==> config.mk <==
export PLATFORM = sky130hd
export DESIGN_NAME = upp_rx_deframer
export DESIGN_NICKNAME = d
export VERILOG_FILES = /design/src/rtl/upp_rx_deframer.sv
export SDC_FILE = /design/constraint.sdc
export NUM_CORES = 1
export LEC_CHECK = 0
export CORE_MARGIN = 2
export CORE_UTILIZATION = 39
export DETAILED_ROUTE_END_ITERATION = 6
export GPL_ROUTABILITY_DRIVEN = 0
export GPL_TIMING_DRIVEN = 0
export PLACE_DENSITY = 0.6
export SYNTH_ARGS = -nofsm -noshare
export SYNTH_HDL_FRONTEND = slang
export SYNTH_SLANG_ARGS = --single-unit
export TNS_END_PERCENT = 10
==> constraint.sdc <==
create_clock -name clk_20m -period 2.5 [get_ports clk_20m]
set_input_delay 0.5 -clock clk_20m [delete_from_list [all_inputs] [get_ports clk_20m]]
set_output_delay 0.5 -clock clk_20m [all_outputs]
set_load 0.05 [all_outputs]
==> src/rtl/upp_rx_deframer.sv <==
// Purpose : deframes the UPP receive word stream (sync, header, payload, additive checksum).
// Latency : 1 clk_20m cycle from an accepted input word to every output it affects.
// Backpres: none; every in_valid word is consumed in the cycle it is presented.
//
// Ports:
//   clk_20m, cfg_rst_n        clock and async active-low reset
//   in_data/in_valid          word stream from the UPP receive FIFO read side
//   pay_data/pay_valid        forwarded payload words, pay_sof/pay_eof mark frame bounds
//   pay_type                  type field of the most recent header
//   frame_done/frame_ok       end-of-frame (or abort) pulse and its good/bad flag
//   err_code                  0 none, 1 length, 2 checksum, 3 sequence, 4 timeout
//   ok_cnt/err_cnt            saturating good/bad frame counters
// Optional feature macro: UPP_SEQ_CHECK_EN enables header sequence-number checking.
module upp_rx_deframer #(
   parameter logic [31:0] SYNC_WORD = 32'hEB90_146F,
   parameter int          MAX_LEN   = 64,
   parameter int          TIMEOUT   = 1023
) (
   input  logic        clk_20m,
   input  logic        cfg_rst_n,
   input  logic [31:0] in_data,
   input  logic        in_valid,
   output logic [31:0] pay_data,
   output logic        pay_valid,
   output logic        pay_sof,
   output logic        pay_eof,
   output logic [7:0]  pay_type,
   output logic        frame_done,
   output logic        frame_ok,
   output logic [2:0]  err_code,
   output logic [15:0] ok_cnt,
   output logic [15:0] err_cnt
);

   typedef enum logic [1:0] {HUNT, HDR, PAYLOAD, CKSUM} state_t;

   localparam logic [9:0]  TIMEOUT_M1 = 10'(TIMEOUT - 1);
   localparam logic [15:0] MAX_LEN_W  = 16'(MAX_LEN);

   localparam logic [2:0] ERR_NONE = 3'd0;
   localparam logic [2:0] ERR_LEN  = 3'd1;
   localparam logic [2:0] ERR_CSUM = 3'd2;
   localparam logic [2:0] ERR_SEQ  = 3'd3;
   localparam logic [2:0] ERR_TOUT = 3'd4;

   state_t      state;
   logic [31:0] acc;
   logic [15:0] len;
   logic [15:0] word_cnt;
   logic [9:0]  idle_cnt;
   logic        idle_hit;
   logic        seq_flag;

`ifdef UPP_SEQ_CHECK_EN
   logic [7:0] expected_seq;
   logic       seq_seen;   // first header after reset is accepted with any seq
   logic       seq_err;
   assign seq_flag = seq_err;
`else
   assign seq_flag = 1'b0;
`endif

   // The abort fires on the idle cycle that brings the count to TIMEOUT.
   assign idle_hit = (state != HUNT) && !in_valid && (idle_cnt == TIMEOUT_M1);

   always_ff @(posedge clk_20m or negedge cfg_rst_n) begin
      if (!cfg_rst_n) begin
         state      <= HUNT;
         acc        <= '0;
         len        <= '0;
         word_cnt   <= '0;
         idle_cnt   <= '0;
         pay_data   <= '0;
         pay_valid  <= 1'b0;
         pay_sof    <= 1'b0;
         pay_eof    <= 1'b0;
         pay_type   <= '0;
         frame_done <= 1'b0;
         frame_ok   <= 1'b0;
         err_code   <= ERR_NONE;
         ok_cnt     <= '0;
         err_cnt    <= '0;
`ifdef UPP_SEQ_CHECK_EN
         expected_seq <= '0;
         seq_seen     <= 1'b0;
         seq_err      <= 1'b0;
`endif
      end else begin
         // strobes are single-cycle by default
         pay_valid  <= 1'b0;
         pay_sof    <= 1'b0;
         pay_eof    <= 1'b0;
         frame_done <= 1'b0;
         frame_ok   <= 1'b0;
         err_code   <= ERR_NONE;

         if (state == HUNT)
            idle_cnt <= '0;
         else if (in_valid)
            idle_cnt <= '0;
         else
            idle_cnt <= idle_cnt + 10'd1;

         if (idle_hit) begin
            frame_done <= 1'b1;
            err_code   <= ERR_TOUT;
            err_cnt    <= (err_cnt == 16'hFFFF) ? err_cnt : err_cnt + 16'd1;
            idle_cnt   <= '0;
            state      <= HUNT;
         end else if (in_valid) begin
            case (state)
               HUNT: begin
                  if (in_data == SYNC_WORD)
                     state <= HDR;
               end
               HDR: begin
                  pay_type <= in_data[31:24];
                  len      <= in_data[15:0];
                  acc      <= in_data;
                  word_cnt <= '0;
`ifdef UPP_SEQ_CHECK_EN
                  seq_err      <= seq_seen && (in_data[23:16] != expected_seq);
                  expected_seq <= in_data[23:16] + 8'd1;
                  seq_seen     <= 1'b1;
`endif
                  if (in_data[15:0] > MAX_LEN_W) begin
                     frame_done <= 1'b1;
                     err_code   <= ERR_LEN;
                     err_cnt    <= (err_cnt == 16'hFFFF) ? err_cnt : err_cnt + 16'd1;
                     state      <= HUNT;
                  end else if (in_data[15:0] == 16'd0) begin
                     state <= CKSUM;
                  end else begin
                     state <= PAYLOAD;
                  end
               end
               PAYLOAD: begin
                  // sync-word values here are plain data: no resync
                  pay_data  <= in_data;
                  pay_valid <= 1'b1;
                  pay_sof   <= (word_cnt == 16'd0);
                  acc       <= acc + in_data;
                  word_cnt  <= word_cnt + 16'd1;
                  if (word_cnt + 16'd1 == len) begin
                     pay_eof <= 1'b1;
                     state   <= CKSUM;
                  end
               end
               CKSUM: begin
                  frame_done <= 1'b1;
                  if (in_data != acc) begin
                     err_code <= ERR_CSUM;
                     err_cnt  <= (err_cnt == 16'hFFFF) ? err_cnt : err_cnt + 16'd1;
                  end else if (seq_flag) begin
                     err_code <= ERR_SEQ;
                     err_cnt  <= (err_cnt == 16'hFFFF) ? err_cnt : err_cnt + 16'd1;
                  end else begin
                     frame_ok <= 1'b1;
                     ok_cnt   <= (ok_cnt == 16'hFFFF) ? ok_cnt : ok_cnt + 16'd1;
                  end
                  state <= HUNT;
               end
               default: state <= HUNT;
            endcase
         end
      end
   end

endmodule

# After elaboration in Yosys (flattened, before gate mapping)
# Cells that the tools add are included.
# classes
n_addsub	5
order_cmp	1
n_eq_ne	13
mux	41
bitwise	3
reduce_logical	16
# op_table
operator	n
2-to-1 mux 16 bit	5
case mux 16 bit (2 select lines)	2
case mux 32 bit (2 select lines)	1
adder 16 x 1 -> 16 bit, second input constant	3
adder 32 bit	1
equality test 16 bit, second input constant	2
equality test 32 bit, second input constant	1
logical NOT 16 bit	2
!= test 32 bit	1
2-to-1 mux 10 bit	3
2-to-1 mux 1 bit	19
equality test 16 bit	1
greater-than comparator 16 x 7 -> 1 bit, second input constant	1
2-to-1 mux 2 bit	7
AND reduction 3 bit	4
adder 10 x 1 -> 10 bit, second input constant	1
equality test 10 bit, second input constant	1
!= test 3 bit, second input constant	3
case mux 2 bit (4 select lines)	1
nonzero test 2 bit	3
AND reduction 5 bit	1
equality test 2 bit, second input constant	2
case mux 2 bit (2 select lines)	1
AND reduction 4 bit	1
other kinds (9)	12
# word_totals
regBits	156
in_bits	35
out_inout_bits	80
elab_cells	94

# Logic depth before layout (Yosys ltp)
# depth
depth_word	6
ltp_mapped	11
ltp_nobuf	11

# Worst setup path before layout
# Ideal clock, no wire load.
# synth_path
kind	input to register
from	input port in_data[13]
to	register ok_cnt[11]
setup_time_ps	82
arrival_time_ps	2603
required_ps	2418
slack_ps	-185
cell_stages	10
path_buffers	1
cell_sequence	ha_1 > clkbuf_1 > nor4_1 > nand4_1 > nor4_2 > o21a_2 > nand4_1 > or2_1 > nor3_1 > xor2_1
# synth_via
elab_chain_cells	3
# synth_rtl
item	line	source
start: declaration	21	input logic [31:0] in_data,
!= test 32 bit	151	if (in_data != acc) begin
NOT 1 bit (no source line)	--	
AND reduction 5 bit (no source line)	--	
end signal: assignment	159	ok_cnt <= (ok_cnt == 16'hFFFF) ? ok_cnt : ok_cnt + 16'd1;
end: declaration	31	output logic [15:0] ok_cnt,
# No other way between the ends.
# A chain may end at the register's enable or synchronous reset.

# Worst setup path after layout
# layout_path
from	register acc[0]
to	register acc[24]
# layout_via
elab_chain_cells	2
# layout_rtl
item	line	source
start: declaration	47	logic [31:0] acc;
start signal: assignment	119	acc <= in_data;
start signal: assignment	142	acc <= acc + in_data;
adder 32 bit	142	
case mux 32 bit (2 select lines)	111	case (state)
# No other way between the ends.

==> results.py <==
metrics = {
    "final_layout": {
        "diodes": 0,
        "nNetsFinal": 1190,
        "seq_area_um2": 3908,
        "final_util_pct": 52.80,
        "multi_input_area_um2": 5655,
        "design_area_um2": 12320,
        "fin_cells": 1444,
        "area_growth_pct": 33.96,
        "drive_above_1_share_pct": 24.00,
        "fillers": 2113,
    },
    "routing": {
        "avgRoutedWirePerCell_um": 18.82,
        "drt-total-wl_um": 27180,
        "dr.pass1.iters": 5,
        "ant_nets": 0,
        "via_per_inst": 5.537,
        "via_count": 7995,
        "drtIter0Drc": 567,
        "drc_errors": 0,
    },
    "placement": {
        "placed_area_um2": 10840,
        "hpwl_um": 18560,
        "io_buffer_count": 112,
        "placed_cells": 1391,
    },
    "logic_synthesis": {
        "yosysMostFrequentCell": "dfrtp_1",
        "synth_top_area_share_pct": 42.45,
        "syn_nets": 1037,
        "synth_ff_type": "dfrtp_1",
        "synth_area_um2": 9196,
        "synth-warning-count": 0,
        "ys_seq_area_share_pct": 42.45,
        "avgSynthCellArea_um2": 9.589,
        "netlist_top_cells_count": "dfrtp_1, nand2_1, a21oi_1, o21ai_0, mux2_2",
        "syn-instance-count": 959,
        "ys_seq_elements": 156,
        "synthTopCellsByArea": "dfrtp_1, mux2_2, ha_1",
        "yosysUniqueCellTypes": 65,
        "synth_edf_count": 0,
        "async_flop_share_pct": 100.0,
        "yosysTopAreaCell": "dfrtp_1",
    },
    "worst_setup_path": {
        "cp-start-kind": "register",
        "crit_arrival_ns": 2.90,
        "path_max_fanout": 3,
        "reg2reg_depth": 11,
        "required_ns": 2.86,
        "end_kind": "register",
        "critical_path_class": "register to register",
    },
    "timing": {
        "skew_ns": 0.01607,
        "drv_slew": 0,
        "max_freq_mhz": 394.5,
        "holdWs_ns": 0.4226,
        "hold_viol": 0,
        "final.setup.worst_slack_ns": -0.03513,
        "fin_crit_sh_pct": 101.4,
        "finalSetupViolCount": 3,
        "period_minus_slack_ns": 2.535,
        "grt_setup_unrepaired": "yes",
        "tightest_slew_ns": 0.8027,
        "slew_headroom_pct": 46.48,
    },
    "floorplan": {
        "start_util_pct": 39.41,
        "die_width_um": 157.6,
        "die_h_um": 157.6,
        "rows": 56,
        "io_pins": 115,
        "coreArea_um2": 23330,
        "die-area_um2": 24830,
    },
    "worst_hold_path": {
        "min_path_cells": 2,
        "min_path_type": "input port to register",
    },
    "clock_tree": {
        "insertion_delay_ns": 0.44,
        "cts_max_level": 4,
        "numCtsBuffers": 17,
        "cts_tree": "yes",
        "cts_buffer_depth": 2,
        "clk_pin_slew_worst_paths_ns": 0.07,
        "clock_sinks": 156,
        "clock_tree.root_cell": "clkbuf_16",
    },
    "global_route": {
        "grt_pass1_wl_um": 42100,
        "grt_pass1_vias": 7599,
        "grt.total_usage_pct": 21.91,
        "grt_max_degree": 111,
        "grt_antenna_before_repair": 0,
        "grt_overflow": 0,
    },
    "power_and_ir_drop": {
        "leakagePower_nw": 5.394,
        "power_w": 0.008349,
        "ir_drop_mv": 0.4218,
        "p_per_area_nw_per_um2": 677.7,
    },
    "run_status": {
        "outcome": "complete, but fails checks",
        "violations": "setup timing",
    },
    "run": {
        "cap_violations": 0,
    },
}
## metrics by stage
stage               TNS (ns)  setup slack, ns
CTS                  -0.5656          -0.1474
detailed placement    -63.60           -1.237
floorplan            -0.2145         -0.06826
global route          -1.095          -0.1442
finish              -0.05348         -0.03513
global placement     -978.21           -5.883
## report_power, final
| group | switching (W) | internal [W] | total [W] |
|---|---|---|---|
| logic | 0.00145 | 0.00110 | 0.00255 |
| clock network | 0.00126 | 0.00163 | 0.00289 |
| registers | 0.000179 | 0.00273 | 0.00291 |
| total | 0.00289 | 0.00546 | 0.00835 |
## sequential cells by signal (all words and copies together) (netlist names), 2 cells and up
name and flops:
len 16, err_code 3, idle_cnt 10, acc 32, ok_cnt 16, state 2
pay_type 8, pay_data 32, err_cnt 16, word_cnt 16
## routing by layer
| metal | wire [um] | vias to the layer above | track usage, % | share of wire [%] |
|---|---|---|---|---|
| met1 | 12910 | 3908 | 31.80 | 47 |
| met4 | 635 | 0 | 6.494 | 2.3 |
| met5 | 0 | - | 0 | 0 |
| li1 | - | 3787 | - | - |
| met3 | 1583 | 43 | 4.460 | 5.8 |
| met2 | 12060 | 257 | 32.92 | 44 |
## cell families (layout without fill, tap and decap cells)
kind of cell | after synthesis | count (layout) | synth area share [%]
simple gates | 317 | 317 | 17.66
mux | 67 | 67 | 8.041
buf+inv | 83 | 249 | 3.714
fa+ha+maj | 43 | 43 | 5.932
xor+xnor | 80 | 80 | 7.701
compound gates | 213 | 213 | 14.50
flops | 156 | 156 | 42.45
## path summary, 6_finish.rpt
kind / endpoint / from / slack, ns
setup / recovery: acc[24] / acc[0] / -0.04
hold / removal: pay_data[0] / in_data[0] / 0.42
setup reg to reg: acc[24] / acc[0] / -0.04
hold reg to reg: pay_data[1] / pay_data[1] / 0.48
max in group asynchronous: state[0] / cfg_rst_n / 1.03
min in group asynchronous: pay_valid / cfg_rst_n / 0.55
## layout make-up
cell class	count	share of cell area, %
Tap cell	319	3.240
Inverter	24	0.7313
Sequential cell	156	31.72
Multi-Input combinational cell	720	45.91
Timing Repair Buffer	154	11.50
Clock inverter	15	1.737
Buffer	39	1.716
Clock buffer	17	3.453
## worst max-delay path, cell delays in order (launching register included)
cell	delay, ns
dfrtp_1	0.35
ha_2	0.19
inv_2	0.04
fa_2	0.34
nor2b_2	0.16
o31a_1	0.23
o31ai_4	0.11
o21ai_4	0.24
a41o_1	0.25
a21boi_2	0.09
or4_1	0.40
nand3_1	0.08
## placed cells by master (no fill, tap or decap), drive strengths merged, types with 24 or more instances in the layout
master	count
nand2	91
nor2	48
o21ai	61
and3	24
nor3	34
xnor2	44
clkdlybuf4s50	80
xor2	36
mux2	55
buf	56
ha	42
clkbuf	53
a21oi	64
nand4	29
dfrtp	156
nand3	32
inv	34
## what timing repair did
action,CTS,global route
pin swaps,15,34
endpoints found under the setup margin,107,62
gates resized for setup,161,68
endpoints found under the hold margin,46,0
hold buffers,1,0
setup buffers,11,29
Power figures use the tool's default switching activity.
